**src/rtl/dmx_framer_if.sv**
```systemverilog
// Host write/control signals and serial-line status of the DMX512 framer.
interface dmx_framer_if;
    logic       wr_en;
    logic [9:0] wr_addr;
    logic [7:0] wr_data;
    logic       go;
    logic       continuous;
    logic       dmx_data;
    logic       busy;
    logic       frame_done;
    logic [9:0] slot_index;

    modport master (output wr_en, wr_addr, wr_data, go, continuous,
                    input  dmx_data, busy, frame_done, slot_index);
    modport slave  (input  wr_en, wr_addr, wr_data, go, continuous,
                    output dmx_data, busy, frame_done, slot_index);
endinterface

```
**src/rtl/dmx_framer.sv**
```systemverilog
// DMX512 frame transmitter: BREAK, MAB, start code, then NUM_SLOTS 8N2 slots
// taken from a host-written slot array; single-shot or back-to-back frames.
//
// state | meaning
// IDLE  | line at mark, waiting for go or continuous
// BREAK | line low for BREAK_BITS bit times
// MAB   | mark-after-break, MAB_BITS bit times
// START | start bit of the current slot (byte latched on entry)
// DATA  | eight data bits, LSB first
// STOP  | two stop bits at mark
// MTBF  | extra mark time before the next BREAK
module dmx_framer #(
    parameter int unsigned CLK_HZ     = 12_000_000,
    parameter int unsigned BAUD       = 250_000,
    parameter int unsigned NUM_SLOTS  = 512,
    parameter int unsigned BREAK_BITS = 22,
    parameter int unsigned MAB_BITS   = 3,
    parameter int unsigned MTBF_BITS  = 0,
    parameter logic [7:0]  START_CODE = 8'h00
) (
    input logic         CLK12,
    input logic         RESET,
    dmx_framer_if.slave dmx
);
    localparam int unsigned DIV = CLK_HZ / BAUD;
    localparam int unsigned CW  = $clog2(DIV);
    localparam int unsigned AW  = $clog2(NUM_SLOTS + 1);

    localparam logic [CW-1:0] DIV_M1    = CW'(DIV - 1);
    localparam logic [9:0]    LAST_SLOT = 10'(NUM_SLOTS);
    localparam logic [15:0]   BREAK_M1  = 16'(BREAK_BITS - 1);
    localparam logic [15:0]   MAB_M1    = 16'(MAB_BITS - 1);
    localparam logic [15:0]   MTBF_M1   = 16'(MTBF_BITS - 1);

    typedef enum logic [2:0] {
        S_IDLE, S_BREAK, S_MAB, S_START, S_DATA, S_STOP, S_MTBF
    } state_t;

    state_t        state_q;
    logic [CW-1:0] cnt_q;
    logic [15:0]   bits_q;
    logic [9:0]    slot_q;
    logic [7:0]    shift_q;
    logic          line_q;
    logic          busy_q;
    logic          done_q;

    logic [7:0]    slot_mem [0:NUM_SLOTS];
    logic [9:0]    next_slot_d;
    logic [7:0]    next_byte_d;
    logic          last_bit;
    logic          frame_end;
    logic          done_d;

    // Entry 0 is never written: slot 0 always carries START_CODE.
    always_ff @(posedge CLK12) begin
        if (dmx.wr_en && dmx.wr_addr != 10'd0 && dmx.wr_addr <= LAST_SLOT)
            slot_mem[dmx.wr_addr[AW-1:0]] <= dmx.wr_data;
    end

    always_comb begin
        next_slot_d = slot_q + 10'd1;
        next_byte_d = slot_mem[next_slot_d[AW-1:0]];
        last_bit    = 1'b0;
        if (state_q == S_MTBF)
            last_bit = (bits_q == 16'd0);
        else if (state_q == S_STOP && MTBF_BITS == 0)
            last_bit = (bits_q == 16'd0) && (slot_q == LAST_SLOT);
        frame_end = last_bit && (cnt_q == '0);
        // Registered pulse lands on the final cycle of the frame.
        done_d    = last_bit && (cnt_q == CW'(1));
    end

    always_ff @(posedge CLK12 or posedge RESET) begin
        if (RESET) begin
            state_q <= S_IDLE;
            cnt_q   <= '0;
            bits_q  <= 16'd0;
            slot_q  <= 10'd0;
            shift_q <= 8'h00;
            line_q  <= 1'b1;
            busy_q  <= 1'b0;
            done_q  <= 1'b0;
        end else begin
            done_q <= done_d;
            if (state_q == S_IDLE) begin
                if (dmx.go || dmx.continuous) begin
                    state_q <= S_BREAK;
                    cnt_q   <= DIV_M1;
                    bits_q  <= BREAK_M1;
                    line_q  <= 1'b0;
                    busy_q  <= 1'b1;
                end
            end else if (cnt_q != '0) begin
                cnt_q <= cnt_q - CW'(1);
            end else begin
                cnt_q <= DIV_M1;
                if (frame_end) begin
                    if (dmx.continuous) begin
                        state_q <= S_BREAK;
                        bits_q  <= BREAK_M1;
                        line_q  <= 1'b0;
                    end else begin
                        state_q <= S_IDLE;
                        line_q  <= 1'b1;
                        busy_q  <= 1'b0;
                    end
                end else if (bits_q != 16'd0) begin
                    bits_q <= bits_q - 16'd1;
                    if (state_q == S_DATA) begin
                        line_q  <= shift_q[0];
                        shift_q <= {1'b0, shift_q[7:1]};
                    end
                end else begin
                    case (state_q)
                        S_BREAK: begin
                            state_q <= S_MAB;
                            bits_q  <= MAB_M1;
                            line_q  <= 1'b1;
                        end
                        S_MAB: begin
                            state_q <= S_START;
                            bits_q  <= 16'd0;
                            slot_q  <= 10'd0;
                            shift_q <= START_CODE;
                            line_q  <= 1'b0;
                        end
                        S_START: begin
                            state_q <= S_DATA;
                            bits_q  <= 16'd7;
                            line_q  <= shift_q[0];
                            shift_q <= {1'b0, shift_q[7:1]};
                        end
                        S_DATA: begin
                            state_q <= S_STOP;
                            bits_q  <= 16'd1;
                            line_q  <= 1'b1;
                        end
                        S_STOP: begin
                            if (slot_q != LAST_SLOT) begin
                                state_q <= S_START;
                                bits_q  <= 16'd0;
                                slot_q  <= next_slot_d;
                                shift_q <= next_byte_d;
                                line_q  <= 1'b0;
                            end else begin
                                state_q <= S_MTBF;
                                bits_q  <= MTBF_M1;
                                line_q  <= 1'b1;
                            end
                        end
                        default: begin
                            state_q <= S_IDLE;
                            line_q  <= 1'b1;
                            busy_q  <= 1'b0;
                        end
                    endcase
                end
            end
        end
    end

    assign dmx.dmx_data   = line_q;
    assign dmx.busy       = busy_q;
    assign dmx.frame_done = done_q;
    assign dmx.slot_index = slot_q;
endmodule

```
**src/flat_wrapper.sv**
```systemverilog
// flat-port wrapper written by rule: the top's interface ports become plain ports
module dmx_framer_flat 
#(
    parameter int unsigned CLK_HZ     = 12_000_000,
    parameter int unsigned BAUD       = 250_000,
    parameter int unsigned NUM_SLOTS  = 512,
    parameter int unsigned BREAK_BITS = 22,
    parameter int unsigned MAB_BITS   = 3,
    parameter int unsigned MTBF_BITS  = 0,
    parameter logic [7:0]  START_CODE = 8'h00
)
  (CLK12, RESET, dmx_wr_en, dmx_wr_addr, dmx_wr_data, dmx_go, dmx_continuous, dmx_dmx_data, dmx_busy, dmx_frame_done, dmx_slot_index);
  dmx_framer_if dmx_i ();
  input logic CLK12;
  input logic RESET;
  input wire logic [$bits(dmx_i.wr_en)-1:0] dmx_wr_en;
  input wire logic [$bits(dmx_i.wr_addr)-1:0] dmx_wr_addr;
  input wire logic [$bits(dmx_i.wr_data)-1:0] dmx_wr_data;
  input wire logic [$bits(dmx_i.go)-1:0] dmx_go;
  input wire logic [$bits(dmx_i.continuous)-1:0] dmx_continuous;
  output wire logic [$bits(dmx_i.dmx_data)-1:0] dmx_dmx_data;
  output wire logic [$bits(dmx_i.busy)-1:0] dmx_busy;
  output wire logic [$bits(dmx_i.frame_done)-1:0] dmx_frame_done;
  output wire logic [$bits(dmx_i.slot_index)-1:0] dmx_slot_index;
  assign dmx_i.wr_en = dmx_wr_en;
  assign dmx_i.wr_addr = dmx_wr_addr;
  assign dmx_i.wr_data = dmx_wr_data;
  assign dmx_i.go = dmx_go;
  assign dmx_i.continuous = dmx_continuous;
  assign dmx_dmx_data = dmx_i.dmx_data;
  assign dmx_busy = dmx_i.busy;
  assign dmx_frame_done = dmx_i.frame_done;
  assign dmx_slot_index = dmx_i.slot_index;
  dmx_framer #(.CLK_HZ(CLK_HZ), .BAUD(BAUD), .NUM_SLOTS(NUM_SLOTS), .BREAK_BITS(BREAK_BITS), .MAB_BITS(MAB_BITS), .MTBF_BITS(MTBF_BITS), .START_CODE(START_CODE)) u_core (.CLK12(CLK12), .RESET(RESET), .dmx(dmx_i));
endmodule
```
**config.mk**
```make
export PLATFORM = sky130hd
export DESIGN_NAME = dmx_framer_flat
export DESIGN_NICKNAME = d
export VERILOG_FILES = /design/src/rtl/dmx_framer_if.sv /design/src/rtl/dmx_framer.sv /design/src/flat_wrapper.sv
export SDC_FILE = /design/constraint.sdc
export NUM_CORES = 2
export LEC_CHECK = 0
export CAP_MARGIN = 40
export CORE_UTILIZATION = 43
export DETAILED_ROUTE_END_ITERATION = 8
export PLACE_DENSITY = 0.68
export RECOVER_POWER = 50
export SYNTH_ARGS = -nofsm -noshare
export SYNTH_HDL_FRONTEND = slang
export SYNTH_MEMORY_MAX_BITS = 65536
export SYNTH_SLANG_ARGS = --single-unit
```
**constraint.sdc**
```tcl
create_clock -name CLK12 -period 6.35 [get_ports CLK12]
set_input_delay 1.27 -clock CLK12 [delete_from_list [all_inputs] [get_ports CLK12]]
set_output_delay 1.27 -clock CLK12 [all_outputs]
set_load 0.005 [all_outputs]
```
# Yosys cells after proc, flatten, opt, wreduce, memory -nomap -nowiden
# Memories as Yosys holds them, arrays and structs flattened.
# Cells that the tools add are included.
# totals
register_bits	46
mem_bits_rw	4104
out_inout_bits	13
memories	1
# memory_table
name	depth	word_bits	rd	rd_clocked_by_memory_dff	write_ports	line	source
u_core.slot_mem	513	8	1	0	1	dmx_framer.sv:48	logic [7:0] slot_mem [0:NUM_SLOTS];
# op_classes
addsub	3
n_lt_le_gt_ge	1
eq_ne	19
n_mux	45
bitwise_logic	4
n_reduce_logical	22
# op_table
op	count
2-to-1 mux 16 bit	7
one-hot mux 16 bit (5 select lines)	1
2-to-1 mux 8 bit	3
one-hot mux 8 bit (3 select lines)	1
2-to-1 mux 1 bit	20
one-hot mux 10 bit (2 select lines)	1
2-to-1 mux 3 bit	6
2-to-1 mux 6 bit	3
logical NOT 16 bit	1
nonzero test 16 bit	1
subtractor 16 x 1 -> 16 bit (second input constant)	1
one-hot mux 3 bit (5 select lines)	1
AND reduction 6 bit	2
adder 10 x 1 -> 10 bit (second input constant)	1
== test 10 bit (second input constant)	1
<= comparator 10 bit (second input constant)	1
2-to-1 mux 10 bit	1
inequality test 10 bit (second input constant)	1
nonzero test 10 bit	1
== test 3 bit (second input constant)	3
inequality test 3 bit (second input constant)	3
nonzero test 8 bit	1
== test 3 x 2 -> 1 bit (second input constant)	2
== test 6 x 1 -> 1 bit (second input constant)	1
other kinds (19)	30

# Depth between registers and ports, before layout
# depth
ltp_word	8
mapped_depth	22
mapped_depth_nobuf	11

# Least setup slack after synthesis
# No wires, ideal clock.
# synth_timing
kind	register -> register
start	register u_core.slot_q[0] (netlist: u_core.dmx.slot_index[0])
end	register u_core.shift_q[2]
setup_time_ps	124
t_arrival_ps	4611
setup_slack_ps	1615
path_stages_with_launch	20
n_path_buf	11
period_less_slack_ps	4735
cell_sequence	dfrtp_1 > buf_6 > buf_6 > buf_6 > buf_4 > buf_2 > buf_4 > inv_1 > ha_1 > buf_2 > buf_2 > buf_2 > clkbuf_1 > clkbuf_1 > mux4_2 > a211oi_1 > nor3_1 > o41ai_1 > a41oi_1 > a211o_1
# synth_via
elab_chain_cells	7
elab_cells_between_ends	14
cone_classes	1 x add/sub; 3 x eq/ne; 5 x mux; 1 x bitwise; 3 x reduce/logical; 1 x memory
# synth_lines
element	line	source
from (decl)	dmx_framer.sv:42	logic [9:0] slot_q;
from (signal assigned)	dmx_framer.sv:143	slot_q <= next_slot_d;
parallel branches: the longest is 7 deep, another holds adder 10 x 1 -> 10 bit	-	
to (signal assigned)	dmx_framer.sv:112	shift_q <= {1'b0, shift_q[7:1]};
to (signal assigned)	dmx_framer.sv:132	shift_q <= {1'b0, shift_q[7:1]};
to (signal assigned)	dmx_framer.sv:144	shift_q <= next_byte_d;
to (decl)	dmx_framer.sv:43	logic [7:0] shift_q;
# Several ways; the timed one is not identified. The select of a mux whose other input is x is not followed.
# A chain may end at the register's enable or synchronous reset.

# Worst setup path in the final report
# layout_timing
start	input dmx_wr_data[1]
end	memory u_core.slot_mem[379][1], data pin
# layout_lines
element	line	source
from (decl)	flat_wrapper.sv:18	input wire logic [$bits(dmx_i.wr_data)-1:0] dmx_wr_data;
to (decl)	dmx_framer.sv:48	
# Straight into the memory's write port.

==> metrics.yaml <==
clock_tree:
  clk_path_buf_depth: 4
  cts_setup_buffers: 0
  clk_latency_ns: 0.95
  cts_resized: 0
  cts_tree: "yes"
  cts_num_sinks: 4150
  hold_buffers: 0
  cts_root_buf: "clkbuf_16"
  htreeDepth: 5
  numCtsBuffers: 411
  clkTransAtPathRegs_ns: 0.07
layout:
  fin_area_um2: 183000
  area_growth_pct: 13.0
  area.sequential_um2: 124000
  fillers: 29385
  fin_util: 0.490
  multi_input_area_um2: 35400
  nets: 7974
  drive_gt1_frac: 0.254
  final_cells: 13295
logic_synthesis:
  ys_warn_count: 0
  ys_top_cells_by_count: "edfxtp_1 (4104), mux4_2 (1146), nor2_1 (577), nand2_1 (513), clkbuf_1 (249)"
  synth_area_um2: 162000
  synthDistinctLibCells: 74
  synth_seq_cells: 4150
  yosys_most_used_dff: "edfxtp_1"
  yosysTopAreaCell: "edfxtp_1"
  synthDominantCellAreaShare: 0.762
  yosys-top-cells-area: "edfxtp_1 (76%), mux4_2 (16%), nor2_1 (1.3%)"
  synth_area_per_cell_um2: 21.2
  yosysMostFrequentCell: "edfxtp_1"
  synthArstFlopShare: 0.0111
  syn-instance-count: 7645
  synth_edf_count: 4104
  yosysSeqAreaShare: 0.769
sta:
  maxSlewHeadroom: -2.83
  slew_viol_final: 2022
  fin_crit_sh: 0.902
  period_needed_ns: 5.73
  tns_ns: 0
  tightest_slew_ns: 5.75
  finalWorstSetupSlack_ns: 0.622
  max_clock_freq_mhz: 175
  setup_viol_count_final: 0
  skew_ns: 0.0439
  rsz0062_at_grt: "false"
  hold_viol_final: 0
placed_design:
  place_inst: 12497
  dp_hpwl_um: 259000
  place_ws_ns: 0.892
  place_congestion: 0.887
  detailed_place.area_um2: 169000
  portBuffers: 35
critical_path:
  cp.required_ns: 6.66
  cp.arrival_ns: 6.04
  cpPeakStageDelay_ns: 2.31
  critical_path.top_delay_family: "buffers and inverters"
  cp_max_fo: 140
  criticalPathCategory: "input pin to flop"
  start_kind: "input pin"
  critPathBufInv: 2
  slowest_stage: "clkbuf_2"
  crit_path_end_kind: "flop"
  crit_top_cell: "clkbuf_2"
  crit_start: "dmx_wr_data[1]"
  r2r_start: "u_core.dmx.slot_index[0]"
  cp_cell_sequence: "clkbuf_2 -> clkbuf_2"
global_routing:
  grtUsageTotal: 0.223
  grt_max_degree: 213
  grt_pass1_vias: 80897
  antenna_found_initial: 27
  overflow: 0
  grt_pass1_wl_um: 608000
route:
  viasPerCell: 6.14
  drt_iter0_drc: 11906
  drc: 0
  num_vias: 81653
  ant_nets: 0
  wl_um: 429000
  wire_per_inst_um: 32.3
  drt_pre_antenna_iters: 8
flow_run:
  cap_violations: 18
die:
  io_pins: 36
  fp.coreArea_um2: 373000
  die_h_um: 615
  fp.dieW_um: 615
  row_count: 224
  die-area_um2: 379000
  start_util: 0.433
outcome:
  status: "finished with violations"
  violations: "capacitance limit, slew limit"
worst_hold_path:
  min_path_type: "flop to flop"
  min-delay-start: "u_core.slot_mem[512][2]"
power_and_ir_drop:
  power.density_nw_per_um2: 304
  power_leakage_nw: 54.8
  peakVddDrop_v: 0.000250
report_power, final:
group          internal [mW]  switching (mW)
Sequential              30.2          0.0643
Combinational          0.182           0.817
Clock                   14.0            10.4
stage by stage:
| step | power, mW | hold slack [ns] |
|---|---|---|
| floorplan | 31.1 | 0.435 |
| global placement | 31.7 | 0.460 |
| detailed placement | 31.8 | 0.467 |
| CTS | 55.8 | 0.477 |
| global route | 56.9 | 0.493 |
| finish | 55.6 | 0.480 |
cell families (layout without fill, tap and decap cells):
group | count (synthesis) | after routing | share of synthesized area
and+or+nand+nor | 1399 | 1399 | 0.0360
xor gates and xnor gates | 12 | 12 | 0.000812
buffers and inverters | 474 | 1117 | 0.0141
other | 1 | 36 | 0.0000232
AOI/OAI and AO/OA | 401 | 401 | 0.0165
muxes | 1203 | 1203 | 0.163
DFF | 4150 | 4150 | 0.769
adders and majority gates | 5 | 5 | 0.000387
routing by layer:
metal  wire [um]  track usage
met5          26            0
met4       17100       0.0833
met3       46000       0.0486
met2      204000        0.350
met1      162000        0.309
state kept, by name, indices dropped and copies added (netlist names):
signal	cells
u_core.shift_q	8
u_core.dmx.slot_index	10
u_core.slot_mem	4104
u_core.dmx.dmx_data	1
u_core.dmx.busy	1
u_core.cnt_q	6
u_core.dmx.frame_done	1
u_core.bits_q	16
u_core.state_q	3
layout by cell type, fill, tap and decap left out, types with 23 or more instances in the layout:
cell type        count
nand3_1            180
a31oi_1             39
buf_12              47
mux2i_1             45
a21oi_1             89
clkinv_1           100
buf_4              221
nor2_1             572
nand2_1            480
clkbuf_1            93
nand2_2             31
edfxtp_1          4104
mux4_2            1146
nor3_1              23
o21ai_0             67
clkbuf_16          418
clkinv_2            69
diode_2             28
dfrtp_1             44
o21ai_1             28
clkdlybuf4s50_1     26
bufinv_16           45
area by class of cell:
| cell class | count | area share |
|---|---|---|
| timing repair buffer | 345 | 0.0181 |
| clock inverter | 258 | 0.0145 |
| sequential | 4150 | 0.680 |
| inverter | 10 | 0.000205 |
| tap | 4972 | 0.0340 |
| multi-input combinational | 3028 | 0.193 |
| clock buffer | 504 | 0.0590 |
| antenna | 28 | 0.000383 |
worst paths after layout:
kind	depth (start not counted)	slack (ns)	end
max in group asynchronous	3	2.15	u_core.dmx.slot_index[0]
min in group asynchronous	3	1.96	u_core.cnt_q[5]
setup / recovery	2	0.62	u_core.slot_mem[379][1]
hold reg to reg	1	0.48	u_core.shift_q[2]
hold / removal	1	0.48	u_core.shift_q[2]
setup reg to reg	12	0.78	u_core.shift_q[7]
(Power assumes the default switching activity.)
